==> config.mk <==
export PLATFORM = sky130hd
export DESIGN_NAME = dmem_access_unit
export DESIGN_NICKNAME = d
export VERILOG_FILES = /design/src/rtl/dmem_access_unit_pkg.sv /design/src/rtl/dmem_timeout_counter.sv /design/src/rtl/dmem_access_unit.sv
export SDC_FILE = /design/constraint.sdc
export NUM_CORES = 1
export LEC_CHECK = 0
export ABC_AREA = 1
export CORE_MARGIN = 5
export CORE_UTILIZATION = 41
export CTS_CLUSTER_SIZE = 28
export DETAILED_ROUTE_END_ITERATION = 8
export GPL_ROUTABILITY_DRIVEN = 0
export PLACE_DENSITY = 0.92
export SLEW_MARGIN = 40
export SYNTH_ARGS = -nofsm -noshare
export SYNTH_HDL_FRONTEND = slang
export SYNTH_SLANG_ARGS = --single-unit
==> constraint.sdc <==
create_clock -name clk -period 1.5 [get_ports clk]
set_input_delay 0.3 -clock clk [delete_from_list [all_inputs] [get_ports clk]]
set_output_delay 0.3 -clock clk [all_outputs]
set_load 0.01 [all_outputs]
==> src/rtl/dmem_access_unit_pkg.sv <==
`default_nettype none
// ============================================================================
// Module      : dmem_access_unit_pkg
// Description : Shared encodings and constants for the MEM-stage data-memory
//               access unit (FSM states, abort data, alignment helper).
// Revision    : 1.0 - initial release
// ============================================================================
package dmem_access_unit_pkg;

  // Access FSM states
  typedef enum logic [1:0] {
    DAU_IDLE = 2'd0,
    DAU_REQ  = 2'd1,
    DAU_DONE = 2'd2
  } dau_state_t;

  // Value handed back to the pipeline when a load is aborted
  localparam logic [31:0] c_ERR_DATA_DEFAULT = 32'hDEADBEEF;

  // Width of the bus-wait counter
  localparam int c_CNT_W = 8;

  // Word accesses only: the two low address bits must be zero
  function automatic logic is_aligned(input logic [1:0] i_lsb);
    return (i_lsb == 2'b00);
  endfunction

endpackage
`default_nettype wire

==> src/rtl/dmem_timeout_counter.sv <==
`default_nettype none
// ============================================================================
// Module      : dmem_timeout_counter
// Description : Counts cycles spent waiting for a bus acknowledge and flags
//               the last permitted cycle so the caller can abort.
// Revision    : 1.0 - initial release
// ============================================================================
module dmem_timeout_counter
  import dmem_access_unit_pkg::*;
#(
  parameter int TIMEOUT = 64
) (
  input  logic clk,
  input  logic rst,
  input  logic i_clear,
  input  logic i_enable,
  output logic o_expire
);

  localparam logic [c_CNT_W-1:0] c_LAST = c_CNT_W'(TIMEOUT - 1);

  logic [c_CNT_W-1:0] r_count;

  // Cleared on every new access, then advances once per waiting cycle;
  // saturates rather than wrapping
  always_ff @(posedge clk) begin
    if (rst) begin
      r_count <= '0;
    end else if (i_clear) begin
      r_count <= '0;
    end else if (i_enable && (r_count != {c_CNT_W{1'b1}})) begin
      r_count <= r_count + 1'b1;
    end
  end

  // Expiry is only meaningful while the caller is actually waiting
  assign o_expire = i_enable && (r_count == c_LAST);

endmodule
`default_nettype wire

==> src/rtl/dmem_access_unit.sv <==
`default_nettype none
// ============================================================================
// Module      : dmem_access_unit
// Description : Converts a one-cycle MEM-stage load/store into a req/ack
//               transaction on a slow data bus, stalling the pipeline until
//               completion and reporting misaligned or timed-out accesses.
// Revision    : 1.0 - initial release
// ============================================================================
module dmem_access_unit
  import dmem_access_unit_pkg::*;
#(
  parameter int                DATA_W   = 32,
  parameter int                ADDR_W   = 32,
  parameter int                TIMEOUT  = 64,
  parameter logic [DATA_W-1:0] ERR_DATA = c_ERR_DATA_DEFAULT
) (
  input  logic              clk,
  input  logic              rst,
  input  logic              DMEM_rena,
  input  logic              DMEM_wena,
  input  logic [ADDR_W-1:0] addr,
  input  logic [DATA_W-1:0] wdata,
  output logic [DATA_W-1:0] rdata,
  output logic              stall,
  output logic              bus_req,
  output logic              bus_we,
  output logic [ADDR_W-1:0] bus_addr,
  output logic [DATA_W-1:0] bus_wdata,
  input  logic              bus_ack,
  input  logic [DATA_W-1:0] bus_rdata,
  output logic              bus_err,
  output logic              misalign_err
);

  dau_state_t        r_state;
  dau_state_t        w_next;
  logic              w_any_req;
  logic              w_aligned;
  logic              w_start;
  logic              w_misalign;
  logic              w_ack_done;
  logic              w_abort;
  logic              w_expire;

  logic              r_bus_req;
  logic              r_bus_we;
  logic [ADDR_W-1:0] r_bus_addr;
  logic [DATA_W-1:0] r_bus_wdata;
  logic [DATA_W-1:0] r_rdata;
  logic              r_bus_err;
  logic              r_misalign;

  assign w_any_req = DMEM_rena | DMEM_wena;
  assign w_aligned = is_aligned(addr[1:0]);

  dmem_timeout_counter #(
    .TIMEOUT (TIMEOUT)
  ) u_timeout (
    .clk      (clk),
    .rst      (rst),
    .i_clear  (w_start),
    .i_enable (r_state == DAU_REQ),
    .o_expire (w_expire)
  );

  // State register
  always_ff @(posedge clk) begin
    if (rst) begin
      r_state <= DAU_IDLE;
    end else begin
      r_state <= w_next;
    end
  end

  // Next state and per-cycle events; ack beats a simultaneous expiry
  always_comb begin
    w_next     = r_state;
    w_start    = 1'b0;
    w_misalign = 1'b0;
    w_ack_done = 1'b0;
    w_abort    = 1'b0;
    case (r_state)
      DAU_IDLE: begin
        if (w_any_req) begin
          if (w_aligned) begin
            w_start = 1'b1;
            w_next  = DAU_REQ;
          end else begin
            w_misalign = 1'b1;
          end
        end
      end
      DAU_REQ: begin
        if (bus_ack) begin
          w_ack_done = 1'b1;
          w_next     = DAU_DONE;
        end else if (w_expire) begin
          w_abort = 1'b1;
          w_next  = DAU_DONE;
        end
      end
      DAU_DONE: w_next = DAU_IDLE;
      default:  w_next = DAU_IDLE;
    endcase
  end

  // Bus register bank, load result and error pulses
  always_ff @(posedge clk) begin
    if (rst) begin
      r_bus_req   <= 1'b0;
      r_bus_we    <= 1'b0;
      r_bus_addr  <= '0;
      r_bus_wdata <= '0;
      r_rdata     <= '0;
      r_bus_err   <= 1'b0;
      r_misalign  <= 1'b0;
    end else begin
      r_bus_err  <= w_abort;
      r_misalign <= w_misalign;
      if (w_start) begin
        r_bus_req   <= 1'b1;
        r_bus_we    <= DMEM_wena;  // write wins if both enables are high
        r_bus_addr  <= {addr[ADDR_W-1:2], 2'b00};
        r_bus_wdata <= wdata;
      end
      if (w_ack_done || w_abort) begin
        r_bus_req <= 1'b0;
      end
      if (w_ack_done && !r_bus_we) begin
        r_rdata <= bus_rdata;
      end
      if (w_abort && !r_bus_we) begin
        r_rdata <= ERR_DATA;
      end
    end
  end

  // Stall covers the request cycle and every waiting cycle, never DONE
  assign stall = !rst && (((r_state == DAU_IDLE) && w_any_req && w_aligned) ||
                          (r_state == DAU_REQ));

  assign bus_req      = r_bus_req;
  assign bus_we       = r_bus_we;
  assign bus_addr     = r_bus_addr;
  assign bus_wdata    = r_bus_wdata;
  assign rdata        = r_rdata;
  assign bus_err      = r_bus_err;
  assign misalign_err = r_misalign;

endmodule
`default_nettype wire

==> results of run 1 <==
synth_stat cells, drive strengths merged:
library cell	number	area share [%]
nor4	1	0.15
ha	1	0.30
nor3	2	0.51
clkbuf	11	1.0
o22ai	1	0.15
conb	1	0.090
nand2	127	12
buf	16	3.2
xor2	3	0.63
nand4	3	0.81
inv	119	11
dfxtp	108	52
nand3	6	0.84
o21ai	96	12
a21oi	29	3.5
o211ai	1	0.18
nor2	29	2.9
layer usage:
metal,global-route usage [%],share of wire [%],vias to the layer above
met2,31.6,49,162
met1,20.3,41,1820
met4,4.93,1.2,0
met3,7.37,9.7,10
li1,-,-,2087
met5,0,0,-
power by group through the flow:
stage | clock (mW) | combinational [mW] | sequential [mW]
after floorplan | 0 | 0.268 | 3.16
after global placement | 0 | 0.889 | 3.11
after detailed placement | 0 | 0.909 | 3.11
after CTS | 1.67 | 0.832 | 3.04
after global routing | 1.76 | 0.929 | 3.06
final | 1.62 | 0.849 | 3.04
worst max-delay path, cell delays in order:
cell and delay, ns:
clkdlybuf4s50_1 0.47, nor2_2 0.06, nor2_4 0.12, nand3_2 0.09, nand2_2 0.09, buf_6 0.10
metrics by stage:
stage / instances / total power [mW]
2_1_floorplan: 555 / 3.43
6_report: 899 / 5.51
3_3_place_gp: 881 / 3.99
4_1_cts: 897 / 5.55
5_1_grt: 899 / 5.74
3_5_place_dp: 881 / 4.02
registers in the layout, indices dropped and copies added, names as in the netlist:
register and count:
bus_addr 30, bus_err 1, bus_req 1, bus_wdata 32, bus_we 1, misalign_err 1
r_state 2, rdata 32, u_timeout.r_count 8
layout by cell type (no fill, tap or decap), types with 2 or more instances in the layout:
master	netlist	routed
nand2_1	124	119
nand3_1	5	4
nand4_1	2	2
inv_2	3	4
buf_6	7	3
inv_1	116	115
clkbuf_8	0	9
o21ai_0	85	83
dlygate4sd2_1	0	99
inv_6	0	2
nor2_4	1	3
nor2_1	27	22
clkdlybuf4s50_1	0	98
clkinv_4	0	2
nor2_2	1	4
xor2_1	3	3
buf_12	0	3
dfxtp_2	0	2
dfxtp_1	108	106
a21oi_1	29	29
buf_4	3	17
conb_1	1	2
nand2_2	3	7
o21ai_1	11	13
worst max path at each step:
stage                              start                    to  slack [ns]
floorplan           u_timeout.r_count[0]  u_timeout.r_count[0]        0.13
global placement               DMEM_wena                 stall       -0.54
detailed placement             DMEM_wena                 stall       -0.57
CTS                           r_state[0]                 stall       -0.05
global route                  r_state[0]                 stall       -0.08
finish                         DMEM_rena                 stall       -0.03
area by class of cell:
class / instances / area, um^2
sequential: 108 / 2160
multi-input combinational: 301 / 1440
timing repair buffer: 222 / 2110
inverter: 119 / 447
clock buffer: 10 / 128
tap: 133 / 166
clock inverter: 6 / 47.5
fill: 869 / 3320
what timing repair did:
action | CTS | global route
setup endpoints to repair | 159 | 70
gates resized for setup | 104 | 23
pin swaps | 1 | 5
setup buffers | 0 | 1
cloned | 0 | 1
kinds of logic after synthesis:
group	after synthesis	share of synthesized area (%)
simple gates	168	16.8
buf+inv	146	14.9
compound gates	127	15.4
flops	108	51.9
xor+xnor	3	0.631
fa+ha+maj	1	0.300
other cells	1	0.0901
==> metrics.txt, run 1 <==
total grt overflow 0; post-synthesis cell count between 500 and 600; Max IR drop VDD 0.535 mV; Min Clock Period, post-route 1.53 ns; Worst-path clk slew 0.10 ns; mapped cell area 4160 um^2; Placeable Area 9820 um^2; final period utilization 102%; combinational power share 15.4%; Die ar. 12300 um^2; Avg Inst Size Synth between 7 and 8 um^2; Die X 111 um; clk_lat worst skew 0.36 ns; Pint 4.08 mW; clock sink total 108; Clock Skew 0.00878 ns; LEAKAGE 3.30 nW; Final WS setup -0.0299 ns; Hold-fix buffers, CTS 0; status finished, violations left; ANT cells 0; Root Buffer clkbuf_8; Yosys reg bits 108; P_sw 1.43 mW; Hold Vio Cnt, Final 0; FMAX 654 MHz; CTS buffer count 9; via count 4079; Hold EP r_state[1]; final WL 12.0 mm; hold path startpoint rst; Post-DRT Antenna Nets 0; first-iteration detailed-routing DRC count 213; DPL Wire Length 8.82 mm; register area share after synthesis 51.9%; Hold Crit Depth 4; vias in the first global route 3886; area delta synth->final 56.1%; depth of the CTS H-tree 3; Hold WS 0.304 ns; reg2reg setup slack 0.05 ns; Hold/Removal Path Class in2reg; pre-CTS setup slack -0.566 ns; height of the die ~110 um; Yosys warnings 0; Final Setup Violations 1; CP Max Fanout 2; setup TNS -0.0299 ns; Post-Place Cell Area 6350 um^2; total global-route track usage 18.1%; per-cell routed wire length 13.3 um; layout cell share with drive strength beyond 1 under 10%; clock power share 29.4%; Worst Reg-to-Reg Cells 7; Final Core Density 66.2%; Cell variety after synth 28; initial antenna violation count 0; Worst EP arrival 1.23 ns; Critical Path Sink Type output pin; r2r endpoint rdata[3]; sequential share of power a little under three fifths; RSZ-0062 raised after global routing yes; via/cell ratio about 4.5; first-pass GRT wire length 18.5 mm; largest net degree at the start of global routing 65; sw frac 26.0%; Final nets 863; max-cap check violation count 0; Crit Path Category in2out; WP data required 1.20 ns; RR Startpoint r_state[0]; TritonCTS clock tree yes; Max Root-Sink Buffers 2; Starting Density 42.4%; # DRC 0; Critical Path Source Type primary input; Pre-Repair DR Iteration Count 5; failing checks setup timing; Port Buffers 199; post-route cell area 6500 um^2; num rows 36; PwrDens 848 nW/um^2; Max Slew Vio Count 0; io pins 202
(Power assumes the default switching activity.)
==> run 2, diff against run 1 <==
--- a/config.mk
+++ b/config.mk
@@ -11,8 +11,8 @@
 export CTS_CLUSTER_SIZE = 28
 export DETAILED_ROUTE_END_ITERATION = 8
 export GPL_ROUTABILITY_DRIVEN = 0
-export PLACE_DENSITY = 0.92
-export SLEW_MARGIN = 40
+export PLACE_DENSITY = 0.81
+export SLEW_MARGIN = 20
 export SYNTH_ARGS = -nofsm -noshare
 export SYNTH_HDL_FRONTEND = slang
 export SYNTH_SLANG_ARGS = --single-unit
==> run 2 against run 1 <==
The run still ends with setup timing left. Fmax up 1.1%. Cell count up 0.33%. Core utilization up 1.6 points. Final area up 2.4%. Flip-flop and latch count unchanged. Critical path depth unchanged. Via count up 0.17%.
==> metrics.txt, run 2 (synthesized netlist as in run 1, its figures left out) <==
vias in the first global route 4187; via count 4086; num rows 36; status finished, violations left; Die X 111 um; pre-CTS setup slack -0.503 ns; CP Max Fanout 2; highest routed layer met4; height of the die approximately 110 um; Post-DRT Antenna Nets 0; Fill cells 846; Least-Margin Pin Slew 0.567 ns; Starting Density 42.4%; Final nets between 800 and 900; # DRC 0; LEAKAGE 3.37 nW; Crit Path Category reg2out; Critical Path Source Type flip-flop; Hold/Removal Path Class in2reg; Port Buffers 199; Max Root-Sink Buffers 2; setup TNS -0.0137 ns; Min Clock Period, post-route roughly 1.5 ns; clock sink total 108; depth of the CTS H-tree 3; ANT cells 0; TritonCTS clock tree yes; failing checks setup timing; Hold Vio Cnt, Final 0; commonest non-fill, non-tap cell in the layout nand2_1; FMAX 661 MHz; Slew HR 62.2%; RSZ-0062 raised after global routing yes; Clock Skew 0.00837 ns; PwrDens 857 nW/um^2; io pins ~200; Max Slew Vio Count 0; CP cell instances inv_2 -> nand2_4 -> nor2_4 -> nand3_2 -> nand2_1 -> buf_2; Pre-Repair DR Iteration Count 4; initial antenna violation count 0; layout cell share with drive strength beyond 1 11.8%; Root Buffer clkbuf_8; Pwr Total about 5.7 mW; first-pass GRT wire length 19.7 mm; Final Setup Violations 1; final WL 12.5 mm; per-cell routed wire length between 10 and 15 um; final period utilization 101%; largest net degree at the start of global routing 65; WL met1 4.95 mm; via/cell ratio 4.53; most frequent cells in the layout nand2_1, inv_1, dfxtp_1, dlygate4sd2_1, clkdlybuf4s50_1; Final Core Density 67.8%; first-iteration detailed-routing DRC count 172; Critical Path Sink Type output pin; Inst Count DP 880; Finished Layout Cells 902; max-cap check violation count 0; WP data required 1.20 ns; Worst-path clk slew roughly 0.090 ns; Placeable Area 9820 um^2; Max IR drop VDD 0.599 mV; DPL Wire Length 9.17 mm; area delta synth->final 59.8%; Worst EP arrival 1.21 ns; total grt overflow 0; slowest CP cell dfxtp_2; slowest stage delay, CP 0.34 ns; Multi-input gate area between 1500 and 2000 um^2; met2 WL post-DR 6.12 mm; Seq. cell area 2170 um^2; clk_lat worst skew between 0.3 and 0.4 ns; CTS buffer count 9; WL met3 roughly 1.2 mm; Die ar. 12300 um^2; Hold-fix buffers, CTS 0; Final WS setup -0.0137 ns; total global-route track usage ~19%
run 2: path summary, 6_finish.rpt:
check,startpoint,endpoint,slack (ns),cells after the start
worst max-delay path,r_state[1],stall,-0.01,6
worst min-delay path,DMEM_rena,misalign_err,0.31,3
worst min register to register,bus_addr[6],bus_addr[6],0.46,2
worst max register to register,u_timeout.r_count[1],rdata[19],0.02,6
run 2: timing repair:
| action | in CTS | in global routing |
|---|---|---|
| resized for setup | 110 | 61 |
| setup buffers | 0 | 3 |
| gates cloned | 0 | 3 |
| setup endpoints to repair | 134 | 69 |
| pin swaps | 1 | 7 |
| hold endpoints to repair | 0 | 0 |
run 2: metrics by stage:
| step | area [um^2] | hold slack (ns) |
|---|---|---|
| 3_5_place_dp | 6330 | 0.445 |
| 3_3_place_gp | 6330 | 0.436 |
| 4_1_cts | 6420 | 0.348 |
| 2_1_floorplan | 4170 | 0.379 |
| 5_1_grt | 6660 | 0.303 |
| 6_report | 6660 | 0.312 |
run 2: final cells by class:
cell class / count / share of cell area, %
Multi-Input combinational cell: 301 / 23.0
Tap cell: 133 / 2.50
Timing Repair Buffer: 225 / 32.1
Clock inverter: 5 / 0.752
Clock buffer: 11 / 2.27
Inverter: 119 / 6.71
Sequential cell: 108 / 32.6
run 2: critical path: cells and delay by family (launching register included):
kind                   cells  cell delay (ns)
DFF                        1             0.34
and+or+nand+nor            4             0.31
buffers and inverters      2             0.21
run 2: power breakdown:
part	leakage [nW]	total, mW	switching (mW)	internal, mW
logic	2.38	0.860	0.391	0.469
clock network	0.109	1.80	0.945	0.853
registers	0.881	3.04	0.0596	2.98
total	3.37	5.70	1.40	4.31
run 2: layer usage:
layer / GRT usage (%) / vias to the layer above
li1: - / 2095
met1: 21.1 / 1815
met2: 33.9 / 158
met3: 7.64 / 18
met4: 6.65 / 0
met5: 0 / -
==> run 3, diff against run 2 <==
--- a/config.mk
+++ b/config.mk
@@ -6,13 +6,16 @@
 export NUM_CORES = 1
 export LEC_CHECK = 0
 export ABC_AREA = 1
+export CORE_ASPECT_RATIO = 1.1
 export CORE_MARGIN = 5
-export CORE_UTILIZATION = 41
+export CORE_UTILIZATION = 43
 export CTS_CLUSTER_SIZE = 28
 export DETAILED_ROUTE_END_ITERATION = 8
 export GPL_ROUTABILITY_DRIVEN = 0
 export PLACE_DENSITY = 0.81
+export SETUP_SLACK_MARGIN = 0.3
 export SLEW_MARGIN = 20
 export SYNTH_ARGS = -nofsm -noshare
 export SYNTH_HDL_FRONTEND = slang
+export SYNTH_HIERARCHICAL = 1
 export SYNTH_SLANG_ARGS = --single-unit
==> run 3 against run 2 <==
The run still ends with setup timing left. Global-route usage is 0.40 points higher. Synthesized cell count up 35%. Fmax is 7.1% lower. Clock skew barely moved. First-iteration DRC count increased by 42%. Sequential share of layout area fell by 2.7 points. Critical path depth rose by 4. Power grew 19%. Final area is 9.5% higher. Synthesized area increased by 16%. Cell count increased by 24%. Count of clock-buffer cells in the layout shrank 1.
==> metrics.txt, run 3 <==
status finished, violations left; failing checks setup timing; via/cell ratio ~4.4; depth of the CTS H-tree 3; per-cell routed wire length 12.5 um; RSZ-0062 raised after global routing yes; clock sink total 108; Synth area leaders dfxtp_1, nand2_1, nor2_1; Die X 111 um; Worst-path clk slew 0.07 ns; top cell type's share of synthesized area 44.8%; CP Max Fanout 8; commonest non-fill, non-tap cell in the layout nand2_1; largest net degree at the start of global routing 79; Max Root-Sink Buffers 2; Min Clock Period, post-route 1.63 ns; Yosys reg bits 108; most frequent cells in the layout nand2_1, nor2_1, inv_1, buf_2, clkdlybuf4s50_1; total grt overflow 0; Fill cells 962; Crit Path Category reg2reg; ys flop type dfxtp_1; Hold-fix buffers, CTS 0; LEAKAGE ~3.9 nW; Placeable Area 11000 um^2; Port Buffers 199; Post-DRT Antenna Nets 0; Avg Inst Size Synth 6.44 um^2; DPL Wire Length 9.30 mm; final period utilization 109%; post-synth top area cell dfxtp_1; Hold/Removal Path Class in2reg; Die ar. 13500 um^2; Final Setup Violations 36; top-count cell post-synth nand2_1; num rows 40; Hold WS roughly 0.43 ns; Pre-Repair DR Iteration Count 4; io pins approximately 200; Clock Skew about 0.008 ns; via count between 4000 and 5000; WP data required 1.73 ns; Final WS setup -0.129 ns; ys async rst share 0%; initial antenna violation count 1; Critical Path Sink Type flip-flop; Starting Density between 40% and 50%; PwrDens a little over 900 nW/um^2; Root Buffer clkbuf_16; Worst EP arrival 1.86 ns; layout cell share with drive strength beyond 1 around 22%; vias in the first global route 4645; Max IR drop VDD 0.649 mV; clk_lat worst skew 0.34 ns; first-iteration detailed-routing DRC count 245; list of most frequent post-synthesis cells nand2_1, nor2_1, inv_1, dfxtp_1, nand4_1; register area share after synthesis 44.8%; final WL 14.0 mm; height of the die 121 um; Seq. cell area 2180 um^2; Max Slew Vio Count 0; Final nets about 1100; Critical Path Source Type flip-flop; mapped cell area 4830 um^2; post-synthesis cell count 750; Yosys warnings 6; Pwr Total approximately 6.8 mW; # DRC 0; Multi-input gate area 2040 um^2; EDFF count, synth 0; Final Core Density 66.5%; total global-route track usage 19.7%; FMAX 614 MHz; max-cap check violation count 0; area delta synth->final 50.8%; first-pass GRT wire length approximately 22 mm; CTS buffer count 9; TritonCTS clock tree yes; Hold Vio Cnt, Final 0; Cell variety after synth 28
run 3: changes by cell type after synthesis, sizes merged, moves of 10 or more:
| cell | previous run | this run |
|---|---|---|
| a21oi | 29 | 15 |
| inv | 119 | 152 |
| buf | 16 | 26 |
| o21ai | 96 | 3 |
| nand2 | 127 | 207 |
| nand4 | 3 | 33 |
| nor2 | 29 | 172 |
run 3: metrics by stage:
step	cells	area, um^2	worst slack [ns]	TNS (ns)
2_1_floorplan	751	4910	-0.144	-3.82
3_3_place_gp	1097	7180	-0.606	-29.29
3_5_place_dp	1097	7180	-0.625	-31.97
4_1_cts	1115	7190	-0.0762	-1.17
5_1_grt	1122	7290	-0.216	-5.78
6_report	1122	7290	-0.129	-2.67
run 3: report_power, final:
part | total [mW] | internal [mW] | leakage [nW] | switching, mW
sequential | 3.10 | 3.03 | 0.890 | 0.0713
clock | 2.49 | 1.45 | 0.148 | 1.04
combinational | 1.18 | 0.582 | 2.87 | 0.601
run 3: layout make-up:
| type | instances | share of cell area [%] |
|---|---|---|
| flip-flops and latches | 108 | 29.9 |
| multi-input cells | 451 | 27.9 |
| repair buffers | 247 | 27.4 |
| diodes | 1 | 0.0343 |
| inverters | 153 | 7.92 |
| well taps | 147 | 2.52 |
| clock buffers | 10 | 3.14 |
| clock inverters | 5 | 1.06 |
run 3: cell families after synthesis:
| logic type | count (synthesis) | synth area share (%) |
|---|---|---|
| simple gates | 427 | 35.9 |
| buf+inv | 193 | 16.6 |
| flops | 108 | 44.8 |
| compound gates | 20 | 2.36 |
| fa+ha+maj | 1 | 0.259 |
| other cells | 1 | 0.0776 |
run 3: worst max-delay path, cell delays in order (launching register included):
cell	delay [ns]
dfxtp_2	0.33
buf_6	0.11
nor2_4	0.09
buf_6	0.12
inv_4	0.04
nor4_4	0.29
inv_1	0.10
nor2_1	0.10
nand3_1	0.12
nand2_4	0.16
a21oi_1	0.06
run 3: layer usage:
layer  track usage, %  share of wire, %  vias to the layer above
li1                 -                 -                     2612
met1             21.6                40                     2133
met2             34.9                50                      136
met3             7.08               8.3                       23
met4             7.53               2.2                        0
met5                0                 0                        -
run 3: path summary, 6_finish.rpt:
kind,from,to,slack [ns],cells after the start
min reg2reg,rdata[14],rdata[14],0.46,2
max reg2reg,r_state[1],rdata[22],-0.13,10
min,rst,r_state[0],0.43,4
max,r_state[1],rdata[22],-0.13,10
run 3: repair_timing:
| action | 4_1_cts | 5_1_grt |
|---|---|---|
| endpoints found under the setup margin | 207 | 117 |
| resized for setup | 429 | 28 |
| gates cloned | 1 | 2 |
| setup buffers | 2 | 4 |
| pin swaps | 9 | 3 |
